==> src/rtl/otter_pkg.sv <==
// Shared types and defaults for the OTTER register scoreboard.
package otter_pkg;
  localparam int NREG  = 32;
  localparam int CNT_W = 2;

  typedef logic [4:0]       reg_idx_t;
  typedef logic [CNT_W-1:0] scb_cnt_t;
endpackage

==> src/rtl/scb_entry.sv <==
// One register's in-flight writer counter: +inc, -dec_a, -dec_b per cycle, clamped,
// with a registered busy flag and combinational underflow/overflow attempt flags.
module scb_entry
  import otter_pkg::*;
#(
  parameter int W = otter_pkg::CNT_W
) (
  input  logic         clk,
  input  logic         rst_n,
  input  logic         inc,
  input  logic         dec_a,
  input  logic         dec_b,
  output logic [W-1:0] count,
  output logic         busy,
  output logic         uflow,
  output logic         oflow
);
  localparam int SW = W + 2;
  localparam logic [SW-1:0] MAXV = SW'({W{1'b1}});

  logic [W-1:0]  cnt_q, cnt_d;
  logic          busy_q;
  logic [SW-1:0] add_w, sub_w, diff_w;

  // Two spare bits let the net result go below zero or above max before clamping.
  always_comb begin
    add_w  = {2'b00, cnt_q} + SW'(inc);
    sub_w  = SW'(dec_a) + SW'(dec_b);
    diff_w = add_w - sub_w;
    uflow  = sub_w > add_w;
    oflow  = !uflow && (diff_w > MAXV);
    cnt_d  = diff_w[W-1:0];
    if (uflow)      cnt_d = '0;
    else if (oflow) cnt_d = '1;
  end

  always_ff @(posedge clk) begin
    if (!rst_n) begin
      cnt_q  <= '0;
      busy_q <= 1'b0;
    end else begin
      cnt_q  <= cnt_d;
      busy_q <= (cnt_d != '0);
    end
  end

  assign count = cnt_q;
  assign busy  = busy_q;
endmodule

==> src/rtl/reg_scoreboard.sv <==
// Pending-write scoreboard for the OTTER decode stage: per-register writer counts and stall.
// Optional feature: define SCB_STALL_CNT_EN to add the saturating stall_cycles counter port.
module reg_scoreboard
  import otter_pkg::*;
#(
  parameter int NREG  = otter_pkg::NREG,
  parameter int CNT_W = otter_pkg::CNT_W
) (
  input  logic            clk,
  input  logic            rst_n,
  input  logic            issue_valid,
  input  logic            issue_wr,
  input  logic [4:0]      issue_rd,
  input  logic            use_rs1,
  input  logic            use_rs2,
  input  logic [4:0]      issue_rs1,
  input  logic [4:0]      issue_rs2,
  output logic            stall,
  input  logic            retire_valid,
  input  logic [4:0]      retire_rd,
  input  logic            kill_valid,
  input  logic [4:0]      kill_rd,
  output logic [NREG-1:0] busy_vec,
`ifdef SCB_STALL_CNT_EN
  output logic [31:0]     stall_cycles,
`endif
  output logic            err
);
  localparam logic [CNT_W-1:0] CNT_MAX = '1;

  logic [NREG-1:0][CNT_W-1:0] count;
  logic [NREG-1:0]            busy_w;
  logic [NREG-1:1]            inc_v, ret_v, kil_v, uflow_v, oflow_v;
  logic                       accept, stall_w;
  logic                       err_q, err_d;

  // x0 is never tracked: it reads as idle and never saturates.
  assign count[0]  = '0;
  assign busy_w[0] = 1'b0;

  // Stall looks only at registered state; a same-cycle retire does not bypass.
  assign stall_w = rst_n & issue_valid &
                   ((use_rs1 & busy_w[issue_rs1]) |
                    (use_rs2 & busy_w[issue_rs2]) |
                    (issue_wr & (count[issue_rd] == CNT_MAX)));
  assign accept  = issue_valid & ~stall_w;
  assign stall   = stall_w;

  always_comb begin
    inc_v = '0;
    ret_v = '0;
    kil_v = '0;
    for (int i = 1; i < NREG; i++) begin
      inc_v[i] = accept & issue_wr & (issue_rd == reg_idx_t'(i));
      ret_v[i] = retire_valid & (retire_rd == reg_idx_t'(i));
      kil_v[i] = kill_valid & (kill_rd == reg_idx_t'(i));
    end
  end

  for (genvar g = 1; g < NREG; g++) begin : g_ent
    scb_entry #(.W(CNT_W)) u_ent (
      .clk   (clk),
      .rst_n (rst_n),
      .inc   (inc_v[g]),
      .dec_a (ret_v[g]),
      .dec_b (kil_v[g]),
      .count (count[g]),
      .busy  (busy_w[g]),
      .uflow (uflow_v[g]),
      .oflow (oflow_v[g])
    );
  end

  assign err_d = err_q | (|uflow_v) | (|oflow_v);

  always_ff @(posedge clk) begin
    if (!rst_n) err_q <= 1'b0;
    else        err_q <= err_d;
  end

  assign busy_vec = busy_w;
  assign err      = err_q;

`ifdef SCB_STALL_CNT_EN
  logic [31:0] stall_cnt_q, stall_cnt_d;

  always_comb begin
    stall_cnt_d = stall_cnt_q;
    if (stall_w && (stall_cnt_q != 32'hFFFF_FFFF)) stall_cnt_d = stall_cnt_q + 32'd1;
  end

  always_ff @(posedge clk) begin
    if (!rst_n) stall_cnt_q <= '0;
    else        stall_cnt_q <= stall_cnt_d;
  end

  assign stall_cycles = stall_cnt_q;
`endif
endmodule
==> config.mk <==
export PLATFORM = sky130hd
export DESIGN_NAME = reg_scoreboard
export DESIGN_NICKNAME = d
export VERILOG_FILES = /design/src/rtl/otter_pkg.sv /design/src/rtl/scb_entry.sv /design/src/rtl/reg_scoreboard.sv
export SDC_FILE = /design/constraint.sdc
export NUM_CORES = 1
export LEC_CHECK = 0
export ABC_AREA = 1
export CAP_MARGIN = 30
export CORE_MARGIN = 1.5
export CORE_UTILIZATION = 61
export DETAILED_ROUTE_END_ITERATION = 16
export GPL_TIMING_DRIVEN = 0
export PLACE_DENSITY = 0.82
export SETUP_SLACK_MARGIN = 0.3
export SYNTH_ARGS = -nofsm -noshare
export SYNTH_HDL_FRONTEND = slang
export SYNTH_SLANG_ARGS = --single-unit
==> constraint.sdc <==
create_clock -name clk -period 4.97 [get_ports clk]
set_input_delay 0.994 -clock clk [delete_from_list [all_inputs] [get_ports clk]]
set_output_delay 0.994 -clock clk [all_outputs]
set_load 0.02 [all_outputs]
---- Word level (Yosys, flattened, before mapping) ----
Cells that the tools add are included.
word-level totals
  bits of input ports ..................... 33
  flip-flop bits (word level) ............. 94
  logic and storage cells ................. 583
  output and inout bits ................... 34
operators by class
  mux-type cells .......................... 68
  order comparisons ....................... 65
  equal/unequal tests ..................... 94
  bitwise gates (word level) .............. 105
  reduce and logical (&&, ||, !) cells .... 95
  add/subtract/negate cells ............... 93
operator list
  operator            count
  $eq 5x5->1 const B  48
  $mux 2              63
  $gt 4x2->1 const B  31
  $gt 4x4->1          31
  $sub 4x4->4         31
  $eq 5x4->1 const B  24
  $and 1x1->1         100
  $add 2x1->3         31
  $add 1x1->2         31
  $reduce_bool 2->1   31
  $reduce_or 31->1    2
  $eq 5x3->1 const B  12
  $logic_and 1x1->1   31
  $logic_not 1->1     31
  $eq 5x2->1 const B  6
  $lt 5x6->1 const B  3
  $eq 5x1->1 const B  3
  $bmux 1 s5          2
  $bmux 2 s5          1
  $or 1x1->1          4
  $eq 2x2->1 const B  1
  $mux 1              2
  $not 1->1           1

---- Logic depth before layout (Yosys ltp) ----
  depth in word-level cells ............... 17
  mapped depth ............................ 34
  depth with buffers taken out ............ 31

---- Cells and area by module ----
From an unflattened synthesis, not the netlist that was laid out.
unflattened totals
  cells, all modules ...................... 1,467
  area, all modules ....................... 9,929.5 um^2
by module, submodules not included
  module                            times used  sequential area each (um^2)  cells an instance  area an instance (um^2)
  scb_entry at g_ent[16].u_ent ...  25          60.1                         28                 236.5
  reg_scoreboard                    1           20.0                         593                2,576.2
  scb_entry at g_ent[10].u_ent ...  6           60.1                         29                 240.2

---- Worst setup path before layout ----
Ideal clock, no wire load.
  path kind ............................... input to register
  start ................................... input issue_rd[0]
  end ..................................... register err_q (netlist: err)
  stages on the path ...................... 34
  required time ........................... 4.847 ns
  path buffers ............................ 3
  slack ................................... 0.766 ns
  arrival ................................. 4.081 ns
  setup time .............................. 0.123 ns
  path through ............................ buf_6 > inv_4 > buf_6 > nand2_1 > nand2_1 > nand2_1 > nand2_1 > nand2_1 > nand2_1 > inv_1 > nand2_1 > nand3_1 > nand2_1 > nand2_1 > nand2_1 > nand2_2 > nand2_4 > buf_6 > nor2_2 > ha_1 > ha_1 > inv_1 > fa_1 > ha_1 > inv_1 > nand3_1 > nor3_1 > nand3_1 > nor2_1 > nand2_1 > nor2_1 > nand2_1 > nor2_1 > a21boi_0
between the ends
  cells in the longest elaborated chain, start to end .. 16
  elaborated cells between the ends (all ways) .. 261
  classes of those cells .................. add/sub (62); order compare (62); eq/ne (32); mux (2); bitwise (39); reduce/logical (64)
RTL lines
  item                                           RTL line                          source
  start: declaration                             reg_scoreboard.sv:13              input logic [4:0] issue_rd,
  $bmux 2 s5                                     reg_scoreboard.sv:45              (issue_wr & (count[issue_rd] == CNT_MAX)));
  $mux 2 (not written as such)                   reg_scoreboard.sv:45
  $eq 2x2->1                                     reg_scoreboard.sv:45
  $and 1x1->1                                    reg_scoreboard.sv:45
  $or 1x1->1                                     reg_scoreboard.sv:44              (use_rs2 & busy_w[issue_rs2]) |
  $and 1x1->1                                    reg_scoreboard.sv:42              assign stall_w = rst_n & issue_valid &
  $not 1->1                                      reg_scoreboard.sv:46              assign accept = issue_valid & ~stall_w;
  $and 1x1->1                                    reg_scoreboard.sv:46
  $and 1x1->1 (2 in series)                      reg_scoreboard.sv:54              inc_v[i] = accept & issue_wr & (issue_rd == reg_idx_t'(i));
  $add 2x1->3                                    scb_entry.sv:27                   add_w = {2'b00, cnt_q} + SW'(inc);
  $sub 4x4->4 or $gt 4x4->1 (tied branches)      scb_entry.sv:29, scb_entry.sv:30
  $gt 4x2->1 or $logic_not 1->1 (tied branches)  scb_entry.sv:31                   oflow = !uflow && (diff_w > MAXV);
  $logic_and 1x1->1                              scb_entry.sv:31
  $reduce_or 31->1                               reg_scoreboard.sv:74              assign err_d = err_q | (|uflow_v) | (|oflow_v);
  $or 1x1->1 *                                   reg_scoreboard.sv:74
  end signal: assignment                         reg_scoreboard.sv:78              else err_q <= err_d;
  end: declaration                               reg_scoreboard.sv:35              logic err_q, err_d;
Mark *: on every way between the ends. The rest lies on a longest branch, timed or not. The select of a mux whose other input is x is not followed.
A chain may end at the register's enable or synchronous reset.

---- Worst setup path after layout ----
  start ................................... input issue_rd[3]
  end ..................................... register err_q (netlist: err)
The elaborated chain is that of the path after synthesis.

==> out/results.txt <==
Max layer used - met4
# clock sinks - 94
Layout Cells excl Fill - 1,796
Nets - 1,824
FILL cells - 1,183
Total placed cells including tap cells - 1,734
Hold Vio Cnt, Final - 0
Critical Path AT - 5.09 ns
Startpoint types - input port
CTS tree - yes
Initial DRC Count - 1,299
Initial antenna violation count - 1
VDD IR-drop max - 210 uV
Max Freq - 0.207 GHz
Buf+Inv Stages, Crit Path - 8
Static leakage - 0.00671 uW
Status - finished clean
Crit end category - flip-flop
Initial Utilization - 62.8%
Clk buf depth - 2
Worst relative slew slack - 43.5%
Synth cell types - 29
Die width - 131 um
Met1 Wirelength - 12,200 um
Pwr per Cell Area - 308 mW/mm2
Hold path depth - 6
WS Path Type - input port to flip-flop
GRT Overall Usage - 36.1%
CP dominant cell by count - nand2_1
Largest net degree at the start of global routing - 19
Sequential share of the synthesized area - 18.7%
Worst Path Max Fanout - 5
DRT Pass-1 Iters - 10
Yosys warnings - 0
Synth top area cells - ha_1 (19%), dfxtp_1 (19%), nand2_1 (15%)
Reg2Reg Depth - 32
Clock-pin slew on the worst setup and hold paths - 0.08 ns
First-pass GRT wire length - 47,900 um
Syn avg cell area - 6.88 um2
Met2 WL - 14,900 um
Footprint of the multi-input gates - 0.00709 mm2
GP Congestion - 0.992
Crit path largest cell delay - 0.42 ns
Port-buffer cells - 57
Tot Pwr - 3800 uW
Avg WL per Cell - 18.7 um
Core area - 0.0160 mm2
Slew @ Worst Pin - 0.847 ns
Final Core Density - 77.2%
CTS root buffer - clkbuf_16
WL met3 - 4180 um
Gr ovfl total - 0
DRC Markers - 0
Finish-stage setup viols - 0
Syn Inst Count - 1,461
Synth Net Count - 1,711
Max Slew Vio Count - 0
IO Pins - 67
Area share of the largest cell type after synthesis - 19.3%
Die H - 131 um
Routed WL - 33,600 um
Hold WS - 0.920 ns
Storage element area - 0.00188 mm2
CTS buffer count - 9
Hold WC Path Type - flip-flop to flip-flop
Worst-Skew Late Latency - 0.38 ns
H-tree Lvls - 3
Mapped cell area - 0.0101 mm2
Die ar. - 0.0173 mm2
RSZ-0062 raised after global routing - yes
Post-synthesis register bit count - 94
Stages on worst setup path - 32
Max-cap violations - 0
Vias - 10,200
Cell taking the most area after synthesis - ha_1
Crit path time final - 4.83 ns
Cell family with most CP delay - simple AND/OR/NAND/NOR gates
Area delta synth->final - 22.9%
Post-DP HPWL - 24,100 um
Layout cells sized above 1 - 17.2%
Number of global-route vias before repair - 9,438
# rows - 46
Post-route ant nets - 0
Crit path max-delay cell type - fa_1
CP required - 5.23 ns
Fin crit share - 97.2%
Vias/cell - 5.68
Clock skew - 0.0130 ns
worst paths after layout:
check                           start                        to  slack (ns)
max                       issue_rd[3]                       err        0.14
min          g_ent[17].u_ent.count[0]  g_ent[17].u_ent.count[0]        0.92
max reg2reg  g_ent[30].u_ent.count[1]                       err        0.71
min reg2reg  g_ent[17].u_ent.count[0]  g_ent[17].u_ent.count[0]        0.92
flip-flops by register name, indices dropped and copies added, names as in the netlist:
name	flops
g_ent.u_ent.count	62
err	1
g_ent.u_ent.busy	31
metal layers:
| metal | track usage [%] | vias up |
|---|---|---|
| met2 | 58.7 | 697 |
| met1 | 43.5 | 4646 |
| met4 | 20.2 | 0 |
| li1 | - | 4659 |
| met3 | 9.38 | 191 |
| met5 | 0 | - |
worst reg2reg max path: cells and delay by family, from the launching register on:
| family | cells | cell delay [ns] |
|---|---|---|
| adders and majority gates | 4 | 1.07 |
| AOI/OAI and AO/OA | 1 | 0.08 |
| and+or+nand+nor | 22 | 2.14 |
| buffers and inverters | 5 | 0.48 |
| DFF | 1 | 0.38 |
placed cells by master (no fill, tap or decap), drive strengths merged:
cell type	n
nand4	6
clkdlybuf4s15	1
clkinvlp	1
buf	102
o211ai	1
a21oi	2
a21boi	2
o21ai	2
dlygate4sd2	2
diode	1
clkdlybuf4s50	53
o31ai	30
inv	323
nor4	3
ha	155
nand3	160
dfxtp	94
nand2	414
conb	1
or3	1
clkbuf	23
nor2	131
nor3	5
fa	62
clkinv	5
per-stage QoR:
| stage | cell area [um2] | setup WS, ns | setup TNS [ns] |
|---|---|---|---|
| floorplan | 10100 | 0.766 | 0 |
| global route | 12400 | 0.150 | 0 |
| global placement | 10900 | -1.02 | -2.51 |
| detailed placement | 10900 | -1.10 | -4.45 |
| CTS | 11500 | 0.306 | 0 |
| finish | 12400 | 0.141 | 0 |
cell type report:
type	instances	share of cell area, %
well taps	216	2.19
inverters	323	10.2
repair buffers	102	7.90
diodes	1	0.0203
multi-input cells	975	57.4
clock inverters	6	0.506
clock buffers	10	1.93
flip-flops and latches	94	15.2
plain buffers	69	4.61
cell families (layout without fill, tap and decap cells):
| logic type | count (synthesis) | after routing | synth area share (%) |
|---|---|---|---|
| compound gates | 37 | 37 | 2.66 |
| fa+ha+maj | 217 | 217 | 31.6 |
| buf+inv | 392 | 510 | 16.7 |
| flops | 94 | 94 | 18.7 |
| other cells | 1 | 2 | 0.0373 |
| simple gates | 720 | 720 | 30.2 |
Yosys cell counts:
master	instances
a21boi_0	2
a21oi_1	2
buf_1	3
buf_2	8
buf_4	39
buf_6	7
clkbuf_1	12
conb_1	1
dfxtp_1	94
fa_1	62
ha_1	155
inv_1	317
inv_2	5
inv_4	1
nand2_1	410
nand2_2	3
nand2_4	1
nand3_1	160
nand4_1	6
nor2_1	98
nor2_2	32
nor2_4	1
nor3_1	5
nor4_1	3
o211ai_1	1
o21ai_0	1
o21ai_1	1
o31ai_1	30
or3_1	1
what timing repair did:
item / in CTS / in global routing
setup buffers: 15 / 28
hold endpoints to repair: 0 / 0
resized for setup: 63 / 152
setup endpoints to repair: 20 / 3
pin swaps: 6 / 57
cloned: 1 / 1
hold buffers: 0 / 0
power by group:
part | total, uW | switching, uW | internal [uW] | leakage (uW)
combinational | 1910 | 1120 | 795 | 0.00578
sequential | 1150 | 171 | 975 | 0.000778
clock | 744 | 374 | 370 | 0.000151
total | 3800 | 1660 | 2140 | 0.00671
Power figures use the tool's default switching activity.
